[config.mk]
export PLATFORM = sky130hd
export DESIGN_NAME = breadboard_sweeper
export DESIGN_NICKNAME = d
export VERILOG_FILES = /design/src/rtl/breadboard_sweeper.sv
export SDC_FILE = /design/constraint.sdc
export NUM_CORES = 1
export LEC_CHECK = 0
export CORE_UTILIZATION = 25
export CTS_CLUSTER_DIAMETER = 200
export CTS_CLUSTER_SIZE = 12
export DETAILED_ROUTE_END_ITERATION = 12
export GPL_ROUTABILITY_DRIVEN = 0
export RECOVER_POWER = 100
export SLEW_MARGIN = 20
export SYNTH_ARGS = -nofsm -noshare
export SYNTH_HDL_FRONTEND = slang
export SYNTH_SLANG_ARGS = --single-unit
[constraint.sdc]
create_clock -name clk -period 2.55 [get_ports clk]
set_input_delay 0.51 -clock clk [delete_from_list [all_inputs] [get_ports clk]]
set_output_delay 0.51 -clock clk [all_outputs]
set_load 0.01 [all_outputs]
[src/rtl/breadboard_sweeper.sv]
// Clocked sweep of a four-input Breadboard block through all 16 input rows.
// Each row is driven, settled, sampled, streamed out and folded into a result table.
module breadboard_sweeper #(
  parameter int SETTLE_CYCLES = 4
) (
  input  logic        clk,
  input  logic        rst_n,
  input  logic        start,
  input  logic        abort,
  output logic        bb_w,
  output logic        bb_x,
  output logic        bb_y,
  output logic        bb_z,
  input  logic [2:0]  bb_r,
  output logic        row_valid,
  input  logic        row_ready,
  output logic [3:0]  row_idx,
  output logic [2:0]  row_data,
  output logic        busy,
  output logic        done,
  output logic [47:0] table_out,
  output logic [14:0] ones_cnt
);

  // Stream handshake: row_idx/row_data are held stable while row_valid is high;
  // a row transfers on any rising clk edge with row_valid && row_ready (and no abort).

  localparam logic [7:0] SETTLE_INIT = 8'(SETTLE_CYCLES - 1);

  typedef enum logic [2:0] {
    IDLE   = 3'd0,
    SETTLE = 3'd1,
    SAMPLE = 3'd2,
    EMIT   = 3'd3,
    DONE   = 3'd4
  } state_t;

  state_t      state;
  state_t      next_state;
  logic [4:0]  row;
  logic [7:0]  settle_cnt;
  logic [3:0]  pattern;
  logic        launch;
  logic        handshake;
  logic        last_row;
  logic [5:0]  slot;

  assign launch    = (state == IDLE) && start && !abort;
  assign handshake = (state == EMIT) && row_ready && !abort;
  assign last_row  = (row == 5'd15);
  assign slot      = 6'(row[3:0]) * 6'd3;

  always_ff @(posedge clk or negedge rst_n) begin
    if (!rst_n) begin
      state <= IDLE;
    end else begin
      state <= next_state;
    end
  end

  always_comb begin
    next_state = state;
    case (state)
      IDLE:    if (launch) next_state = SETTLE;
      SETTLE:  if (settle_cnt == 8'd0) next_state = SAMPLE;
      SAMPLE:  next_state = EMIT;
      EMIT:    if (handshake) next_state = last_row ? DONE : SETTLE;
      DONE:    next_state = IDLE;
      default: next_state = IDLE;
    endcase
    // abort overrides every transition, including a same-cycle handshake
    if (abort && (state != IDLE)) next_state = IDLE;
  end

  always_ff @(posedge clk or negedge rst_n) begin
    if (!rst_n) begin
      row        <= 5'd0;
      settle_cnt <= 8'd0;
      pattern    <= 4'd0;
      row_idx    <= 4'd0;
      row_data   <= 3'd0;
      table_out  <= 48'd0;
      ones_cnt   <= 15'd0;
    end else begin
      case (state)
        IDLE: begin
          if (launch) begin
            row        <= 5'd0;
            settle_cnt <= SETTLE_INIT;
            pattern    <= 4'd0;
            table_out  <= 48'd0;
            ones_cnt   <= 15'd0;
          end
        end
        SETTLE: begin
          if (settle_cnt != 8'd0) settle_cnt <= settle_cnt - 8'd1;
        end
        SAMPLE: begin
          // an aborted row is left out of the table and counts
          if (!abort) begin
            row_data             <= bb_r;
            row_idx              <= row[3:0];
            table_out[slot +: 3] <= bb_r;
            ones_cnt[4:0]        <= ones_cnt[4:0]   + 5'(bb_r[0]);
            ones_cnt[9:5]        <= ones_cnt[9:5]   + 5'(bb_r[1]);
            ones_cnt[14:10]      <= ones_cnt[14:10] + 5'(bb_r[2]);
          end
        end
        EMIT: begin
          if (handshake && !last_row) begin
            row        <= row + 5'd1;
            settle_cnt <= SETTLE_INIT;
            pattern    <= row[3:0] + 4'd1;
          end
        end
        default: ;
      endcase
      // inputs to the Breadboard rest at zero whenever the sweeper is idle
      if (next_state == IDLE) pattern <= 4'd0;
    end
  end

  assign {bb_w, bb_x, bb_y, bb_z} = pattern;
  assign row_valid = (state == EMIT);
  assign busy      = (state != IDLE);
  assign done      = (state == DONE);

endmodule

==> run_results.csv, run 1 <==
group,metric,value,unit
run_status,outcome,"complete, but fails checks",
run_status,violations,"capacitance limit, slew limit",
yosys,synth-edff-count,0,
sta,clock_skew,2.39,ps
clocking,cts_tree,"built",
route,route.antenna.remaining_nets,0,
sta,relSlewSlack,-30.7,%
clocking,h-tree-depth,3,
grt,grt_pass1_wl,20500,um
die,core,17300,um2
power,ir_worst_vdd,0.375,mV
place,port_buffers,84,
critical_path,start_kind,"flop",
yosys,avgSynthCellArea,10.1,um2
yosys,synthFlopType,"dfrtp_1",
clocking,clk_latency,350,ps
sta,layout_min_cycle_time,2490,ps
final_layout,areaGrowthSynthToFinish,32.2,%
yosys,async_reset_ff_share,100,%
yosys,syn_area,4430,um2
grt,grt_pass1_vias,3927,
route,num_vias,3692,
critical_path,cp.arrival,1980,ps
clocking,numClockSinks,90,
sta,fmax,0.402,GHz
route,wl_per_cell,16.3,um
critical_path,required,2040,ps
sta,slew_viol_final,34,
clocking,cts-hold-fix-buffers,0,
grt,grtUsageTotal,14.7,%
die,die_w,135,um
place,place_area,5630,um2
route,via_per_inst,4.83,
die,die_h,135,um
sta,rsz0062_at_grt,"no",
place,hpwlAfterDp,9400,um
yosys,synth-seq-area-share,50.9,%
yosys,synthCells,439,
grt,antenna_found_initial,0,
die,pin_count,85,
power,power.density,633,nW/um2
clocking,cts_root_buf,"clkbuf_16",
yosys,ys_types,52,
sta,tightest_slew,1960,ps
final_layout,drive_above_1_share,7.78,%
sta,setup_viol,0,
critical_path,worstSetupPathType,"flop to output pin",
die,start_util,25.6,%
route,detail_route.first_pass.iterations,4,
clocking,clkSlewWorstSetupHoldPaths,60,ps
yosys,synth-seq-cells,90,
route,drt_iter0_drc,228,
clocking,cts_made_buffers,9,
final_layout,fin_cells,765,
yosys,netlist_top_cells_count,"dfrtp_1, nand2_1, nor2_1",
final_layout,nNetsFinal,557,
place,place_inst,749,
job,cap_viol_max_count,1,
worst_hold_path,hold_path_class,"flop to flop",
yosys,synth_most_common_cell,"dfrtp_1",
route,wl,12500,um
die,dieArea,18200,um2
clocking,clockBufferDepth,2,
final_layout,n_antenna_cell,0,
grt,grt_max_degree,40,
yosys,yosysTopAreaCellShare,50.9,%
yosys,syn-num-nets,461,
power,p_leak,0.00279,uW
critical_path,cp-end-kind,"output pin",
final_layout,postLayoutCellArea,5850,um2
die,num_rows,48,
yosys,ys_warn_count,0,
route,drc,0,
sta,finalHoldViolations,0,
sta,period_share,97.5,%
yosys,yosys.area.top_type,"dfrtp_1",
critical_path,crit_fanout,14,
yosys,synthTopCellsByArea,"dfrtp_1, nand2_1, o2bb2ai_1, ha_1, xor2_1",
sta,tns,0,ps
grt,grt_overflow_total,0,
## registers in the layout, summed over array words and instances (netlist names)
signal / flops
ones_cnt: 15
pattern: 4
row: 5
row_data: 3
row_idx: 4
settle_cnt: 8
state: 3
table_out: 48
## per-layer routing
layer	vias up	GRT usage (%)	share of wire [%]
li1	1765	-	-
met1	1830	18.5	46
met2	80	24.3	48
met3	17	3.08	5.2
met4	0	5.99	1.5
met5	-	0	0
## critical path: stages (launching register included)
cell           delay [ps]
dfrtp_1               500
or3_1                 480
dlygate4sd3_1         640
## path summary, 6_finish.rpt
check                       startpoint       endpoint  slack, ps  depth (start not counted)
setup / recovery              state[1]           busy         60                          2
hold / removal             row_data[2]    row_data[2]        470                          2
setup reg to reg                row[0]  table_out[46]        240                          8
hold reg to reg            row_data[2]    row_data[2]        470                          2
max in group asynchronous        rst_n  table_out[11]        490                          2
min in group asynchronous        rst_n  table_out[45]        710                          1
## stage by stage
stage | setup slack (ps) | utilization, % | total power, uW | hold WS, ps
after global placement | 161 | 32.6 | 2480 | 467
final | 63.9 | 33.8 | 3710 | 473
after detailed placement | 125 | 32.6 | 2510 | 468
after floorplan | 301 | - | 2160 | 214
after CTS | 189 | 34.2 | 3800 | 126
after global routing | 16.6 | 33.8 | 3900 | 504
## cells in the final DEF, fill, tap and decap left out, types with 2 or more instances in the layout
cell / synthesis / final
o211ai_1: 2 / 2
a22oi_1: 5 / 5
clkdlybuf4s50_1: 0 / 6
o21ai_0: 24 / 31
clkinv_2: 0 / 2
o21ai_1: 15 / 8
or3_1: 3 / 3
o2111ai_1: 1 / 3
nor3_1: 4 / 4
clkbuf_16: 0 / 9
nor3b_2: 2 / 3
nand2b_1: 7 / 7
a21oi_1: 4 / 3
buf_4: 0 / 13
ha_1: 14 / 14
a22o_1: 6 / 6
clkbuf_2: 0 / 2
nand3b_1: 2 / 2
nor2_1: 32 / 32
nand4_1: 12 / 12
dlygate4sd3_1: 0 / 77
inv_1: 10 / 10
nor3b_1: 2 / 2
mux2i_1: 11 / 11
nand3_1: 12 / 12
a2111oi_0: 3 / 3
dfrtp_1: 90 / 90
or3b_2: 2 / 2
clkbuf_1: 16 / 8
or2_2: 2 / 2
o2bb2ai_1: 21 / 21
o21a_1: 3 / 3
and3_1: 3 / 3
a21o_1: 13 / 13
xor2_1: 15 / 15
and2_0: 0 / 3
nor2b_1: 5 / 5
nor4_1: 4 / 4
clkbuf_8: 0 / 3
nand2_1: 70 / 70
## layout make-up
type	instances	area (um2)
Inverter	10	37.5
Tap cell	225	282
Sequential cell	90	2250
Clock inverter	2	10.0
Timing Repair Buffer	105	981
Fill cell	1782	11400
Clock buffer	14	274
Multi-Input combinational cell	319	2020
## power by group
part	switching (uW)	internal [uW]	total (uW)
registers	110	1530	1640
logic	464	318	782
clock network	549	738	1290
total	1120	2580	3710
## cells by family (layout without fill, tap and decap cells)
logic type / count (synthesis) / after routing / synth area share (%)
and+or+nand+nor: 174 / 174 / 19.9
AOI/OAI and AO/OA: 105 / 105 / 17.0
DFF: 90 / 90 / 50.9
buffers and inverters: 30 / 131 / 2.80
xor gates and xnor gates: 15 / 15 / 2.97
adders and majority gates: 14 / 14 / 3.96
muxes: 11 / 11 / 2.49
## what timing repair did
action,4_1_cts,5_1_grt
endpoints found under the hold margin,0,0
buffers inserted,0,0
resized for setup,0,2
setup endpoints to repair,0,4
(Power assumes the default switching activity.)
==> run 2: changes to the inputs <==
--- a/config.mk
+++ b/config.mk
@@ -11,7 +11,6 @@
 export DETAILED_ROUTE_END_ITERATION = 12
 export GPL_ROUTABILITY_DRIVEN = 0
 export RECOVER_POWER = 100
-export SLEW_MARGIN = 20
 export SYNTH_ARGS = -nofsm -noshare
 export SYNTH_HDL_FRONTEND = slang
 export SYNTH_SLANG_ARGS = --single-unit
==> results of run 2 <==
The final DEF is identical to that of run 1; final timing and power are the same.
==> run 3: changes to the inputs <==
--- a/config.mk
+++ b/config.mk
@@ -5,6 +5,8 @@
 export SDC_FILE = /design/constraint.sdc
 export NUM_CORES = 1
 export LEC_CHECK = 0
+export ABC_AREA = 0
+export ABC_CLOCK_PERIOD_IN_PS = 2550
 export CORE_UTILIZATION = 25
 export CTS_CLUSTER_DIAMETER = 200
 export CTS_CLUSTER_SIZE = 12
==> results of run 3 <==
The final DEF is identical to that of run 1; final timing and power are the same.
